==> src/rtl/alarm_ctrl_fsm.sv <==
// Alarm sequencing FSM: arm/disarm, ringing, snooze, auto-timeout and 1 Hz buzzer pattern.
// Latency: an input event on cycle N is visible on the registered outputs at cycle N+1.
// Backpressure: none; button pulses and ticks are consumed in the cycle they arrive.
// Optional snooze support is compiled in with `define ALARM_CTRL_SNOOZE_EN.
module alarm_ctrl_fsm #(
    parameter int SNOOZE_MIN     = 5,
    parameter int RING_TIMEOUT_S = 60,
    parameter int MAX_SNOOZES    = 3,
    parameter int CNT_W          = 10
) (
    input  logic             sys_clk,
    input  logic             rst_n,
    input  logic             clk_1hz_en,
    input  logic             arm_btn,
    input  logic             off_btn,
    input  logic             snooze_btn,
    input  logic             alarm_match,
    output logic             alarm_enable,
    output logic             ringing,
    output logic             buzzer,
    output logic             snooze_active,
    output logic [CNT_W-1:0] snooze_remaining,
    output logic [2:0]       state_dbg
);

    localparam logic [2:0] S_DISARMED   = 3'd0;
    localparam logic [2:0] S_ARMED      = 3'd1;
    localparam logic [2:0] S_RINGING    = 3'd2;
    localparam logic [2:0] S_SNOOZE     = 3'd3;
    localparam logic [2:0] S_WAIT_CLEAR = 3'd4;

    localparam logic [CNT_W-1:0] RING_LAST = CNT_W'(RING_TIMEOUT_S - 1);

    logic [2:0]       r_state;
    logic             r_match_d;
    logic [CNT_W-1:0] r_ring_cnt;
    logic             r_buzzer;
    logic             r_alarm_enable;
    logic             r_ringing;

    logic [2:0]       w_state_nxt;
    logic [CNT_W-1:0] w_ring_nxt;
    logic             w_buzz_nxt;
    logic             w_match_rise;
    logic             w_timeout;
    logic [2:0]       w_off_dest;

`ifdef ALARM_CTRL_SNOOZE_EN
    localparam int               SC_RAW      = $clog2(MAX_SNOOZES + 1);
    localparam int               SC_W        = (SC_RAW < 1) ? 1 : SC_RAW;
    localparam logic [SC_W-1:0]  MAX_SC      = SC_W'(MAX_SNOOZES);
    localparam logic [CNT_W-1:0] SNOOZE_LOAD = CNT_W'(SNOOZE_MIN * 60);

    logic [SC_W-1:0]  r_snooze_cnt;
    logic [CNT_W-1:0] r_snooze_rem;
    logic             r_snooze_active;
    logic [SC_W-1:0]  w_scnt_nxt;
    logic [CNT_W-1:0] w_rem_nxt;
    logic             w_can_snooze;

    assign w_can_snooze = (r_snooze_cnt < MAX_SC);
`else
    // Snooze inputs/parameters have no function in this build.
    logic w_unused;
    assign w_unused = snooze_btn ^ (SNOOZE_MIN > 0) ^ (MAX_SNOOZES > 0);
`endif

    // Only a fresh minute match rings; arming mid-match sees no edge.
    assign w_match_rise = alarm_match & ~r_match_d;
    assign w_timeout    = clk_1hz_en && (r_ring_cnt == RING_LAST);
    // Stopping inside the matching minute parks in WAIT_CLEAR to block a re-trigger.
    assign w_off_dest   = alarm_match ? S_WAIT_CLEAR : S_ARMED;

    // Next-state and counter update; button checks precede timeouts.
    always_comb begin
        w_state_nxt = r_state;
        w_ring_nxt  = r_ring_cnt;
        w_buzz_nxt  = r_buzzer;
`ifdef ALARM_CTRL_SNOOZE_EN
        w_scnt_nxt  = r_snooze_cnt;
        w_rem_nxt   = r_snooze_rem;
`endif
        case (r_state)
            S_DISARMED: begin
                if (arm_btn) w_state_nxt = S_ARMED;
            end
            S_ARMED: begin
                if (arm_btn) begin
                    w_state_nxt = S_DISARMED;
                end else if (w_match_rise) begin
                    w_state_nxt = S_RINGING;
                    w_ring_nxt  = '0;
                    w_buzz_nxt  = 1'b1;
                end
            end
            S_RINGING: begin
                if (off_btn) begin
                    w_state_nxt = w_off_dest;
                end
`ifdef ALARM_CTRL_SNOOZE_EN
                else if ((snooze_btn || w_timeout) && w_can_snooze) begin
                    w_state_nxt = S_SNOOZE;
                    w_rem_nxt   = SNOOZE_LOAD;
                    w_scnt_nxt  = r_snooze_cnt + SC_W'(1);
                end
`endif
                else if (w_timeout) begin
                    w_state_nxt = w_off_dest;
                end else if (clk_1hz_en) begin
                    if (r_ring_cnt != {CNT_W{1'b1}}) w_ring_nxt = r_ring_cnt + CNT_W'(1);
                    w_buzz_nxt = ~r_buzzer;
                end
            end
`ifdef ALARM_CTRL_SNOOZE_EN
            S_SNOOZE: begin
                if (off_btn) begin
                    w_state_nxt = w_off_dest;
                end else if (arm_btn) begin
                    w_state_nxt = S_DISARMED;
                end else if (clk_1hz_en) begin
                    if (r_snooze_rem <= CNT_W'(1)) begin
                        w_state_nxt = S_RINGING;
                        w_ring_nxt  = '0;
                        w_buzz_nxt  = 1'b1;
                        w_rem_nxt   = '0;
                    end else begin
                        w_rem_nxt = r_snooze_rem - CNT_W'(1);
                    end
                end
            end
`endif
            S_WAIT_CLEAR: begin
                if (arm_btn) begin
                    w_state_nxt = S_DISARMED;
                end else if (!alarm_match) begin
                    w_state_nxt = S_ARMED;
                end
            end
            default: w_state_nxt = S_DISARMED;
        endcase

        // Buzzer and ring counter only live inside RINGING.
        if (w_state_nxt != S_RINGING) begin
            w_buzz_nxt = 1'b0;
            w_ring_nxt = '0;
        end
`ifdef ALARM_CTRL_SNOOZE_EN
        if (w_state_nxt != S_SNOOZE) w_rem_nxt = '0;
        if ((w_state_nxt == S_ARMED) || (w_state_nxt == S_DISARMED) ||
            (w_state_nxt == S_WAIT_CLEAR)) begin
            w_scnt_nxt = '0;
        end
`endif
    end

    // State, counters and registered outputs; reset forces DISARMED with all outputs low.
    always_ff @(posedge sys_clk or negedge rst_n) begin
        if (!rst_n) begin
            r_state        <= S_DISARMED;
            r_match_d      <= 1'b0;
            r_ring_cnt     <= '0;
            r_buzzer       <= 1'b0;
            r_alarm_enable <= 1'b0;
            r_ringing      <= 1'b0;
        end else begin
            r_state        <= w_state_nxt;
            r_match_d      <= alarm_match;
            r_ring_cnt     <= w_ring_nxt;
            r_buzzer       <= w_buzz_nxt;
            r_alarm_enable <= (w_state_nxt != S_DISARMED);
            r_ringing      <= (w_state_nxt == S_RINGING);
        end
    end

`ifdef ALARM_CTRL_SNOOZE_EN
    // Snooze bookkeeping registers.
    always_ff @(posedge sys_clk or negedge rst_n) begin
        if (!rst_n) begin
            r_snooze_cnt    <= '0;
            r_snooze_rem    <= '0;
            r_snooze_active <= 1'b0;
        end else begin
            r_snooze_cnt    <= w_scnt_nxt;
            r_snooze_rem    <= w_rem_nxt;
            r_snooze_active <= (w_state_nxt == S_SNOOZE);
        end
    end

    assign snooze_active    = r_snooze_active;
    assign snooze_remaining = r_snooze_rem;
`else
    assign snooze_active    = 1'b0;
    assign snooze_remaining = '0;
`endif

    assign alarm_enable = r_alarm_enable;
    assign ringing      = r_ringing;
    assign buzzer       = r_buzzer;
    assign state_dbg    = r_state;

endmodule

==> config.mk <==
export PLATFORM = sky130hd
export DESIGN_NAME = alarm_ctrl_fsm
export DESIGN_NICKNAME = d
export VERILOG_FILES = /design/src/rtl/alarm_ctrl_fsm.sv
export SDC_FILE = /design/constraint.sdc
export NUM_CORES = 1
export LEC_CHECK = 0
export CAP_MARGIN = 20
export CORE_MARGIN = 2
export CORE_UTILIZATION = 31
export DETAILED_ROUTE_END_ITERATION = 8
export PLACE_DENSITY = 0.65
export SLEW_MARGIN = 25
export SYNTH_ARGS = -nofsm -noshare
export SYNTH_HDL_FRONTEND = slang
export SYNTH_SLANG_ARGS = --single-unit
==> constraint.sdc <==
create_clock -name sys_clk -period 2 [get_ports sys_clk]
set_clock_uncertainty 0.2 [all_clocks]
set_input_delay 0.6 -clock sys_clk [delete_from_list [all_inputs] [get_ports sys_clk]]
set_output_delay 0.6 -clock sys_clk [all_outputs]
set_load 0.03 [all_outputs]
==> impl_metrics.ini, run 1 <==
[power]
power.switching_mw = 0.3171
report.power.total_mw = 0.8861
clkPwrFrac = 0.213
seq_power_share = 0.437
power.static_leakage_nw = 0.5669
power_density_over_the_cells_nw_per_um2 = 684.9
share_comb_of_total_power = 0.351
vdd_drop_max_v = 0.0001953
power.internal_mw = 0.5690
switching_share = 0.3579

[timing]
timing.final.hold_violations = 0
setup_ws_ns = -0.02926
layout_worst_path_cycle_share = 1.015
final_period_minus_worst_setup_slack_ns = 2.029
setup-violations-final = 1
fmax_mhz = 492.8
unrepaired_setup_endpoints_after_global_routing = true
final_max_slew_viol_count = 0

[detailed_routing]
postRouteWirelength_um = 2271
num_vias = 854
routed_via_density = 5.083
wire_per_inst_um = 13.52
drcViolationCount = 0
dr.first_iter.drc_count = 31
ant_nets = 0
detailedRoute.firstPassIterationCount = 4

[die]
num_io_pins = 24
die_x_um = 59.89
core_area_um2 = 3003
chipHeight_um = 59.89
number_of_placement_rows = 20
die_footprint_um2 = 3587
floorplan.initialDensity = 0.3225

[synthesis]
synth_sequential_area_ratio = 0.4393
synthDistinctLibCells = 37
average_footprint_of_a_synthesized_cell_um2 = 9.494
synth_seq_cells = 17
post_synth_instance_area_um2 = 968.4
synthesis.instances = 102
yosysWarningCount = 0

[worst_setup_path]
startpoint_type = flip-flop
endpoint_kind = flip-flop
arrival_ns = 2.07
critical_path.max_stage_delay_ns = 0.42
critPathTopFamily = simple AND/OR/NAND/NOR gates
critical_path.max_fanout = 3
worstPathRequired_ns = 2.04
worst-path-buf-inv = 0
timing_worst_setup_path_type = flip-flop to flip-flop
timing.critical_path.cells = or3b_4, or3b_4, or4_4, a21oi_2
critical_path.slowest_cell = sky130_fd_sc_hd__or4_4
crit_path_frequent_cell = sky130_fd_sc_hd__or3b_4

[cts]
cts-hold-fix-buffers = 0
root_buffer = sky130_fd_sc_hd__clkbuf_4
htree_num_levels = 1
clock_sinks = 17
clk_pin_slew_ns = 0.10
cts_inserted_buffers = 3
clock_tree.buffer_depth = 2
worstSkewPairLatency_ns = 0.30
tritoncts_clock_tree = yes

[final_layout]
nNetsFinal = 144
drive_gt1_frac = 0.3111
fillerInstances = 302
n_antenna_cell = 0
area_growth_pct = 33.59
finalNonFillerCells = 168

[placement]
numPlacedInstances = 163
io_buffers = 11
hpwl_um = 1596
globalplace.congestion = 0.8617

[run]
drv_cap = 0

[global_route]
grt.total_usage = 0.1368
grt_antenna_before_repair = 0
grt_pass1_vias = 877
maximum_number_of_pins_on_one_net_before_global_route_repair = 18
first_pass_grt_wire_length_um = 3657
globalRouteOverflowTotal = 0

[outcome]
outcome = finished with violations
failed_checks = setup timing

[min_path]
hold_path.class = flip-flop to flip-flop
==> state kept, by name, indices dropped and copies added, names as in the netlist <==
register,count
r_match_d,1
buzzer,1
alarm_enable,1
ringing,1
state_dbg,3
r_ring_cnt,10
==> metal layers <==
| layer | up-vias | global-route usage | wire, µm |
|---|---|---|---|
| met5 | - | 0 | 0 |
| met4 | 0 | 0.04127 | 25 |
| met3 | 2 | 0.02597 | 104 |
| met2 | 19 | 0.2547 | 1192 |
| met1 | 422 | 0.1557 | 949 |
| li1 | 411 | - | - |
==> tightest hold or removal path, cell delays in order, from the launching register on <==
cell                        delay (ns)
sky130_fd_sc_hd__dfrtp_2          0.37
sky130_fd_sc_hd__buf_4            0.13
sky130_fd_sc_hd__a2111oi_2        0.04
==> cells in the final DEF (no fill, tap or decap), drive strengths merged, types with 2 or more instances in the layout <==
cell type / instances
nand2: 11
a21oi: 4
conb: 11
clkbuf: 3
o31ai: 2
and4: 2
nand3: 4
nand4: 2
inv: 2
or3b: 2
o21ai: 4
buf: 19
o211ai: 2
mux2i: 2
dlygate4sd2: 6
nor2: 10
clkdlybuf4s50: 3
or3: 2
clkdlybuf4s15: 2
dfrtp: 17
xor2: 4
nor2b: 2
nand2b: 2
==> cell usage after synthesis, drive strengths merged <==
master	number	area [µm²]
a31oi	1	6.260
buf	11	82.58
nor3b	1	7.510
inv	2	7.510
nand2b	2	12.51
o311ai	1	8.760
o31ai	2	15.01
nor2b	2	12.51
and4	2	18.77
a21oi	4	20.02
a22o	1	8.760
or3	2	12.51
xor2	4	35.03
nand4	2	12.51
nand2	11	41.29
nor3	1	5.000
or3b	2	22.52
nand3b	1	7.510
and2b	1	8.760
nor2	10	37.54
o21ai	4	20.02
ha	1	12.51
mux2i	2	20.02
or4	1	7.510
xnor2	1	8.760
conb	1	3.750
or2	1	6.260
dfrtp	17	425.4
nor4	1	6.260
nand3	4	25.02
o211ai	2	15.01
o2111ai	1	8.760
o32ai	1	8.760
a2111oi	1	8.760
o31a	1	8.760
==> cell type report <==
cell class                 count  area, µm²  share of cell area
multi-input combinational     82      540.5              0.4178
tap                           33      41.29             0.03191
sequential                    17      429.2              0.3317
inverter                       2      7.507            0.005803
clock buffer                   3      22.52             0.01741
clock inverter                 1      5.005            0.003868
timing repair buffer          30      247.7              0.1915
==> cell families after synthesis <==
kind of cell	after synthesis	share of synthesized area
compound gates	19	0.1331
xor+xnor	5	0.04522
fa+ha+maj	1	0.01292
buf+inv	13	0.09303
flops	17	0.4393
mux	2	0.02067
other cells	1	0.003872
simple gates	44	0.2519
==> power groups by stage <==
stage / Combinational, mW / Sequential, mW / Clock (mW)
final: 0.311 / 0.387 / 0.188
after global routing: 0.331 / 0.390 / 0.208
after floorplan: 0.119 / 0.465 / 0
after CTS: 0.306 / 0.388 / 0.194
after detailed placement: 0.306 / 0.396 / 0
after global placement: 0.301 / 0.394 / 0
==> worst paths after layout <==
kind	from	to	slack, ns	depth (start not counted)
setup / recovery	state_dbg[2]$_DFF_PN0_	r_ring_cnt[3]$_DFFE_PN0P_	-0.03	4
setup reg to reg	state_dbg[2]$_DFF_PN0_	r_ring_cnt[3]$_DFFE_PN0P_	-0.03	4
min in group asynchronous	rst_n	r_match_d$_DFF_PN0_	0.42	2
max in group asynchronous	rst_n	state_dbg[2]$_DFF_PN0_	0.97	2
hold reg to reg	state_dbg[0]$_DFF_PN0_	state_dbg[2]$_DFF_PN0_	0.37	2
hold / removal	state_dbg[0]$_DFF_PN0_	state_dbg[2]$_DFF_PN0_	0.37	2
==> stage by stage <==
| step | util | setup TNS, ns | hold slack, ns | setup slack (ns) | instance area, µm² |
|---|---|---|---|---|---|
| after detailed placement | 0.4042 | -5.207 | 0.3682 | -0.4816 | 1214 |
| after floorplan | - | -0.09775 | 0.1044 | -0.09454 | 1010 |
| after global placement | 0.4042 | -4.509 | 0.3618 | -0.4730 | 1214 |
| after CTS | 0.4221 | -0.03461 | 0.3746 | -0.03461 | 1267 |
| after global routing | 0.4308 | -0.1494 | 0.3931 | -0.08254 | 1294 |
| final | 0.4308 | -0.02926 | 0.3673 | -0.02926 | 1294 |
==> repair_timing <==
item                       in CTS  in global routing
setup endpoints to repair      14                  6
pin swaps                       3                  0
hold endpoints to repair        0                  0
gates resized for setup        17                  7
buffers inserted                1                  0
Power figures use the tool's default switching activity.
==> inputs of run 2 (changes only) <==
- CORE_MARGIN: 2 -> default
- CTS_CLUSTER_SIZE: default -> 28
- REMOVE_ABC_BUFFERS: default -> 1
==> run 2 against run 1 <==
Effect of this change: the flow finishes with violations (DRC, setup timing); cell area decreased by 2.6%; hold slack improved by 0.011 ns; maximum frequency grew 0.11%; global-route usage is 0.33 points higher; combinational power decreased by 6.8%; first-iteration DRC count fell by 42%; register-to-register slack about the same; critical path depth is the same.
==> impl_metrics.ini, run 2 (same netlist as run 1, synthesis figures left out) <==
[global_route]
globalRouteOverflowTotal = 0
first_pass_grt_wire_length_um = 3553
maximum_number_of_pins_on_one_net_before_global_route_repair = 18
grt_pass1_vias = 843
grt_antenna_before_repair = 0
grt.total_usage = 0.1401

[cts]
clock_tree.buffer_depth = 2
cts_inserted_buffers = 3
worstSkewPairLatency_ns = 0.29
clock_sinks = 17
root_buffer = sky130_fd_sc_hd__clkbuf_4
tritoncts_clock_tree = yes
clk_pin_slew_ns = 0.10
cts-hold-fix-buffers = 0
htree_num_levels = 1

[final_layout]
fillerInstances = 274
area_growth_pct = 30.10
drive_gt1_frac = 0.2761
max_flop_register = r_ring_cnt
largest_reg_flops = 10
layout.cells.most_common = sky130_fd_sc_hd__buf_4
n_antenna_cell = 0
most-common-layout-cells = sky130_fd_sc_hd__buf_4 (18), sky130_fd_sc_hd__dfrtp_1 (17), sky130_fd_sc_hd__nand2_1 (11), sky130_fd_sc_hd__conb_1 (11), sky130_fd_sc_hd__nor2_1 (10)
postLayoutCoreUtil = 0.4417
nNetsFinal = 143
design_area_um2 = 1260

[timing]
layout_worst_path_cycle_share = 1.014
hold-worst-slack_ns = 0.3779
fmax_mhz = 493.3
final_period_minus_worst_setup_slack_ns = 2.027
unrepaired_setup_endpoints_after_global_routing = true
setup-violations-final = 1
setup_ws_ns = -0.02705
final_max_slew_viol_count = 0
timing.final.hold_violations = 0

[min_path]
hold_path_depth = 2
terminating_pin_of_the_worst_hold_path = r_ring_cnt[1]$_DFFE_PN0P_
worst_hold_startpoint = r_ring_cnt[1]$_DFFE_PN0P_
hold_path.class = flip-flop to flip-flop

[die]
floorplan.initialDensity = 0.3395
num_io_pins = 24
number_of_placement_rows = 19
die_x_um = 57.89
core_area_um2 = 2853
chipHeight_um = 57.89
die_footprint_um2 = 3351

[detailed_routing]
detailedRoute.firstPassIterationCount = 8
drcViolationCount = 2
wire_per_inst_um = 12.87
postRouteWirelength_um = 2124
routed_via_density = 5.127
num_vias = 846
dr.first_iter.drc_count = 18
ant_nets = 0

[power]
power.static_leakage_nw = 0.5655
power.internal_mw = 0.5574
share_comb_of_total_power = 0.338
vdd_drop_max_v = 0.0002176
report.power.total_mw = 0.8562
power.switching_mw = 0.2988
clkPwrFrac = 0.212
power_density_over_the_cells_nw_per_um2 = 679.5
seq_power_share = 0.449
switching_share = 0.3490

[worst_setup_path]
r2r_cells = 4
endpoint_kind = flip-flop
critPathTopFamily = simple AND/OR/NAND/NOR gates
timing_worst_setup_path_type = flip-flop to flip-flop
crit_path_frequent_cell = sky130_fd_sc_hd__or3b_4
critical_path.slowest_cell = sky130_fd_sc_hd__or4_4
startpoint_type = flip-flop
worstReg2RegStart = state_dbg[0]$_DFF_PN0_
critical_path.max_fanout = 3
arrival_ns = 2.06
worstPathRequired_ns = 2.03
r2r_slack_ns = -0.03
regToRegEndpoint = r_ring_cnt[3]$_DFFE_PN0P_
timing.critical_path.cells = or3b_4, or3b_4, or4_4, a21oi_2
worst-path-buf-inv = 0
critical_path.max_stage_delay_ns = 0.43

[outcome]
outcome = finished with violations
failed_checks = DRC, setup timing

[placement]
hpwl_um = 1618
total_placed_instance_area_um2 = 1200
io_buffers = 11
globalplace.congestion = 0.8561
dp_slack_ns = -0.5438

[run]
drv_cap = 0
==> run 2: how the worst max path moves through the flow <==
| stage | from | endpoint | slack, ns | depth (start not counted) |
|---|---|---|---|---|
| finish | state_dbg[0]$_DFF_PN0_ | r_ring_cnt[3]$_DFFE_PN0P_ | -0.03 | 4 |
| global route | state_dbg[0]$_DFF_PN0_ | r_ring_cnt[3]$_DFFE_PN0P_ | -0.05 | 4 |
| CTS | state_dbg[0]$_DFF_PN0_ | r_ring_cnt[3]$_DFFE_PN0P_ | 0.003 | 4 |
| detailed placement | clk_1hz_en | alarm_enable$_DFF_PN0_ | -0.54 | 5 |
| global placement | clk_1hz_en | alarm_enable$_DFF_PN0_ | -0.45 | 5 |
| floorplan | state_dbg[1]$_DFF_PN0_ | r_ring_cnt[3]$_DFFE_PN0P_ | -0.20 | 4 |
==> run 2: power groups by stage <==
stage	Sequential (mW)	Clock, mW	Combinational (mW)
finish	0.385	0.182	0.290
global route	0.388	0.212	0.315
CTS	0.385	0.189	0.295
detailed placement	0.393	0	0.311
global placement	0.392	0	0.302
floorplan	0.461	0	0.102
==> run 2: repair_timing <==
action / 4_1_cts / 5_1_grt
cloned: 0 / 0
pin swaps: 2 / 1
setup endpoints to repair: 14 / 5
setup buffers: 1 / 0
resized for setup: 16 / 8
==> run 2: metal layers <==
| metal | global-route usage | wire length, µm | vias to the layer above |
|---|---|---|---|
| met4 | 0.08844 | 67 | 0 |
| met5 | 0 | 0 | - |
| met3 | 0.03795 | 99 | 8 |
| met2 | 0.2365 | 1007 | 25 |
| li1 | - | - | 412 |
| met1 | 0.1557 | 949 | 401 |
==> run 2: area by class of cell <==
cell class	instances	area (µm²)	share of cell area
flip-flops and latches	17	425.4	0.3376
repair buffers	29	226.5	0.1797
inverters	2	7.507	0.005958
multi-input cells	82	535.5	0.4250
clock buffers	4	26.28	0.02085
well taps	31	38.79	0.03078
==> run 2: per-stage QoR <==
stage / std cells / TNS (ns)
after CTS: 165 / 0
after detailed placement: 160 / -5.444
after global placement: 160 / -4.607
after global routing: 165 / -0.09395
after floorplan: 101 / -0.3603
final: 165 / -0.02705
==> run 2: worst register-to-register path, delay by kind of cell (launching register included) <==
family / cells / cell delay (ns)
simple gates: 3 / 1.26
flops: 1 / 0.38
compound gates: 1 / 0.14
==> inputs of run 3 (changes only) <==
- CORE_ASPECT_RATIO: default -> 1.5
==> run 3 against run 2 <==
Effect of this change: the flow finishes with violations (setup timing); via count is 5.0% higher; die area increased by 0.15%; worst setup slack worse by 0.0080 ns; sequential power is essentially flat; cell count up 11%; largest cell class unchanged.
==> impl_metrics.ini, run 3 (same netlist as run 1, synthesis figures left out) <==
[outcome]
outcome = finished with violations
failed_checks = setup timing

[placement]
total_placed_instance_area_um2 = 1270
hpwl_um = 1748
io_buffers = 11
globalplace.congestion = 0.8012
dp_slack_ns = -0.5302

[worst_setup_path]
worstReg2RegStart = state_dbg[0]$_DFF_PN0_
startpoint_type = flip-flop
critical_path.max_fanout = 4
worstPathRequired_ns = 1.98
timing_worst_setup_path_type = flip-flop to flip-flop
regToRegEndpoint = r_ring_cnt[3]$_DFFE_PN0P_
r2r_slack_ns = -0.04
arrival_ns = 2.02
r2r_cells = 4
endpoint_kind = flip-flop

[final_layout]
area_growth_pct = 43.02
design_area_um2 = 1385
max_flop_register = r_ring_cnt
most-common-layout-cells = sky130_fd_sc_hd__buf_4 (28), sky130_fd_sc_hd__dfrtp_1 (17), sky130_fd_sc_hd__nand2_1 (11), sky130_fd_sc_hd__conb_1 (11), sky130_fd_sc_hd__nor2_1 (10)
nNetsFinal = 153
layout.cells.most_common = sky130_fd_sc_hd__buf_4
largest_reg_flops = 10
n_antenna_cell = 0
drive_gt1_frac = 0.3194
postLayoutCoreUtil = 0.4707

[cts]
root_buffer = sky130_fd_sc_hd__clkbuf_8
clock_tree.buffer_depth = 2
tritoncts_clock_tree = yes
cts_inserted_buffers = 3
worstSkewPairLatency_ns = 0.25
clk_pin_slew_ns = 0.06
cts-hold-fix-buffers = 0
htree_num_levels = 1
clock_sinks = 17

[detailed_routing]
routed_via_density = 4.852
drcViolationCount = 0
ant_nets = 0
detailedRoute.firstPassIterationCount = 4
dr.first_iter.drc_count = 13
postRouteWirelength_um = 2313
wire_per_inst_um = 12.64
num_vias = 888

[die]
floorplan.initialDensity = 0.3291
core_area_um2 = 2943
die_x_um = 47.64
number_of_placement_rows = 24
num_io_pins = 24
die_footprint_um2 = 3356
chipHeight_um = 70.46

[min_path]
hold_path.class = flip-flop to flip-flop
terminating_pin_of_the_worst_hold_path = state_dbg[2]$_DFF_PN0_
hold_path_depth = 2
worst_hold_startpoint = state_dbg[0]$_DFF_PN0_

[timing]
setup-violations-final = 2
layout_worst_path_cycle_share = 1.018
unrepaired_setup_endpoints_after_global_routing = true
fmax_mhz = 491.4
timing.final.hold_violations = 0
hold-worst-slack_ns = 0.3752
setup_ws_ns = -0.03501
final_max_slew_viol_count = 0
final_period_minus_worst_setup_slack_ns = 2.035

[global_route]
grt.total_usage = 0.1570
grt_pass1_vias = 869
maximum_number_of_pins_on_one_net_before_global_route_repair = 18
first_pass_grt_wire_length_um = 3670
grt_antenna_before_repair = 0
globalRouteOverflowTotal = 0

[power]
report.power.total_mw = 0.9539
vdd_drop_max_v = 0.0003099
power.static_leakage_nw = 0.6370
power_density_over_the_cells_nw_per_um2 = 688.7

[run]
drv_cap = 0
## run 3: cell types whose count changed in the layout (fill, tap and decap cells not counted), moves of 2 or more
cell                            delta
sky130_fd_sc_hd__clkbuf_8          +3
sky130_fd_sc_hd__dlygate4sd2_1     +2
sky130_fd_sc_hd__buf_4            +10
sky130_fd_sc_hd__clkbuf_2          -2
sky130_fd_sc_hd__clkbuf_4          -3
## run 3: how the worst max path moves through the flow
| stage | from | end |
|---|---|---|
| global route | state_dbg[0]$_DFF_PN0_ | r_ring_cnt[9]$_DFFE_PN0P_ |
| CTS | state_dbg[0]$_DFF_PN0_ | r_ring_cnt[3]$_DFFE_PN0P_ |
| floorplan | state_dbg[1]$_DFF_PN0_ | r_ring_cnt[3]$_DFFE_PN0P_ |
| finish | state_dbg[0]$_DFF_PN0_ | r_ring_cnt[3]$_DFFE_PN0P_ |
| global placement | clk_1hz_en | alarm_enable$_DFF_PN0_ |
| detailed placement | clk_1hz_en | r_ring_cnt[1]$_DFFE_PN0P_ |
## run 3: area by class of cell
class / instances / area (µm²)
clock buffer: 4 / 45.04
fill: 301 / 1558
inverter: 2 / 7.507
multi-input combinational: 82 / 549.3
sequential: 17 / 425.4
tap: 39 / 48.80
timing repair buffer: 39 / 309.0
## run 3: timing repair
action | 4_1_cts | 5_1_grt
setup endpoints to repair | 21 | 5
pin swaps | 3 | 4
setup buffers | 2 | 1
gates resized for setup | 18 | 4
## run 3: worst max-delay path: stages (launching register included)
cell and delay, ns:
sky130_fd_sc_hd__dfrtp_1 0.38, sky130_fd_sc_hd__or3b_4 0.41, sky130_fd_sc_hd__or3b_4 0.42, sky130_fd_sc_hd__or4_4 0.43
sky130_fd_sc_hd__a21oi_2 0.13
## run 3: layer usage
layer / vias up / track usage / part of all wire
met5: - / 0 / 0
met2: 25 / 0.2801 / 0.57
li1: 428 / - / -
met4: 0 / 0.1019 / 0.034
met3: 7 / 0.02067 / 0.035
met1: 428 / 0.1531 / 0.36
## run 3: power by group
group / switching, mW / internal [mW]
Sequential: 0.0108 / 0.374
Clock: 0.108 / 0.141
Combinational: 0.190 / 0.130
## run 3: per-stage QoR
step / setup TNS [ns] / std cells
6_report: -0.06223 / 183
5_1_grt: -0.2510 / 183
4_1_cts: -0.1069 / 182
3_5_place_dp: -6.065 / 176
3_3_place_gp: -5.425 / 176
2_1_floorplan: -0.3603 / 101
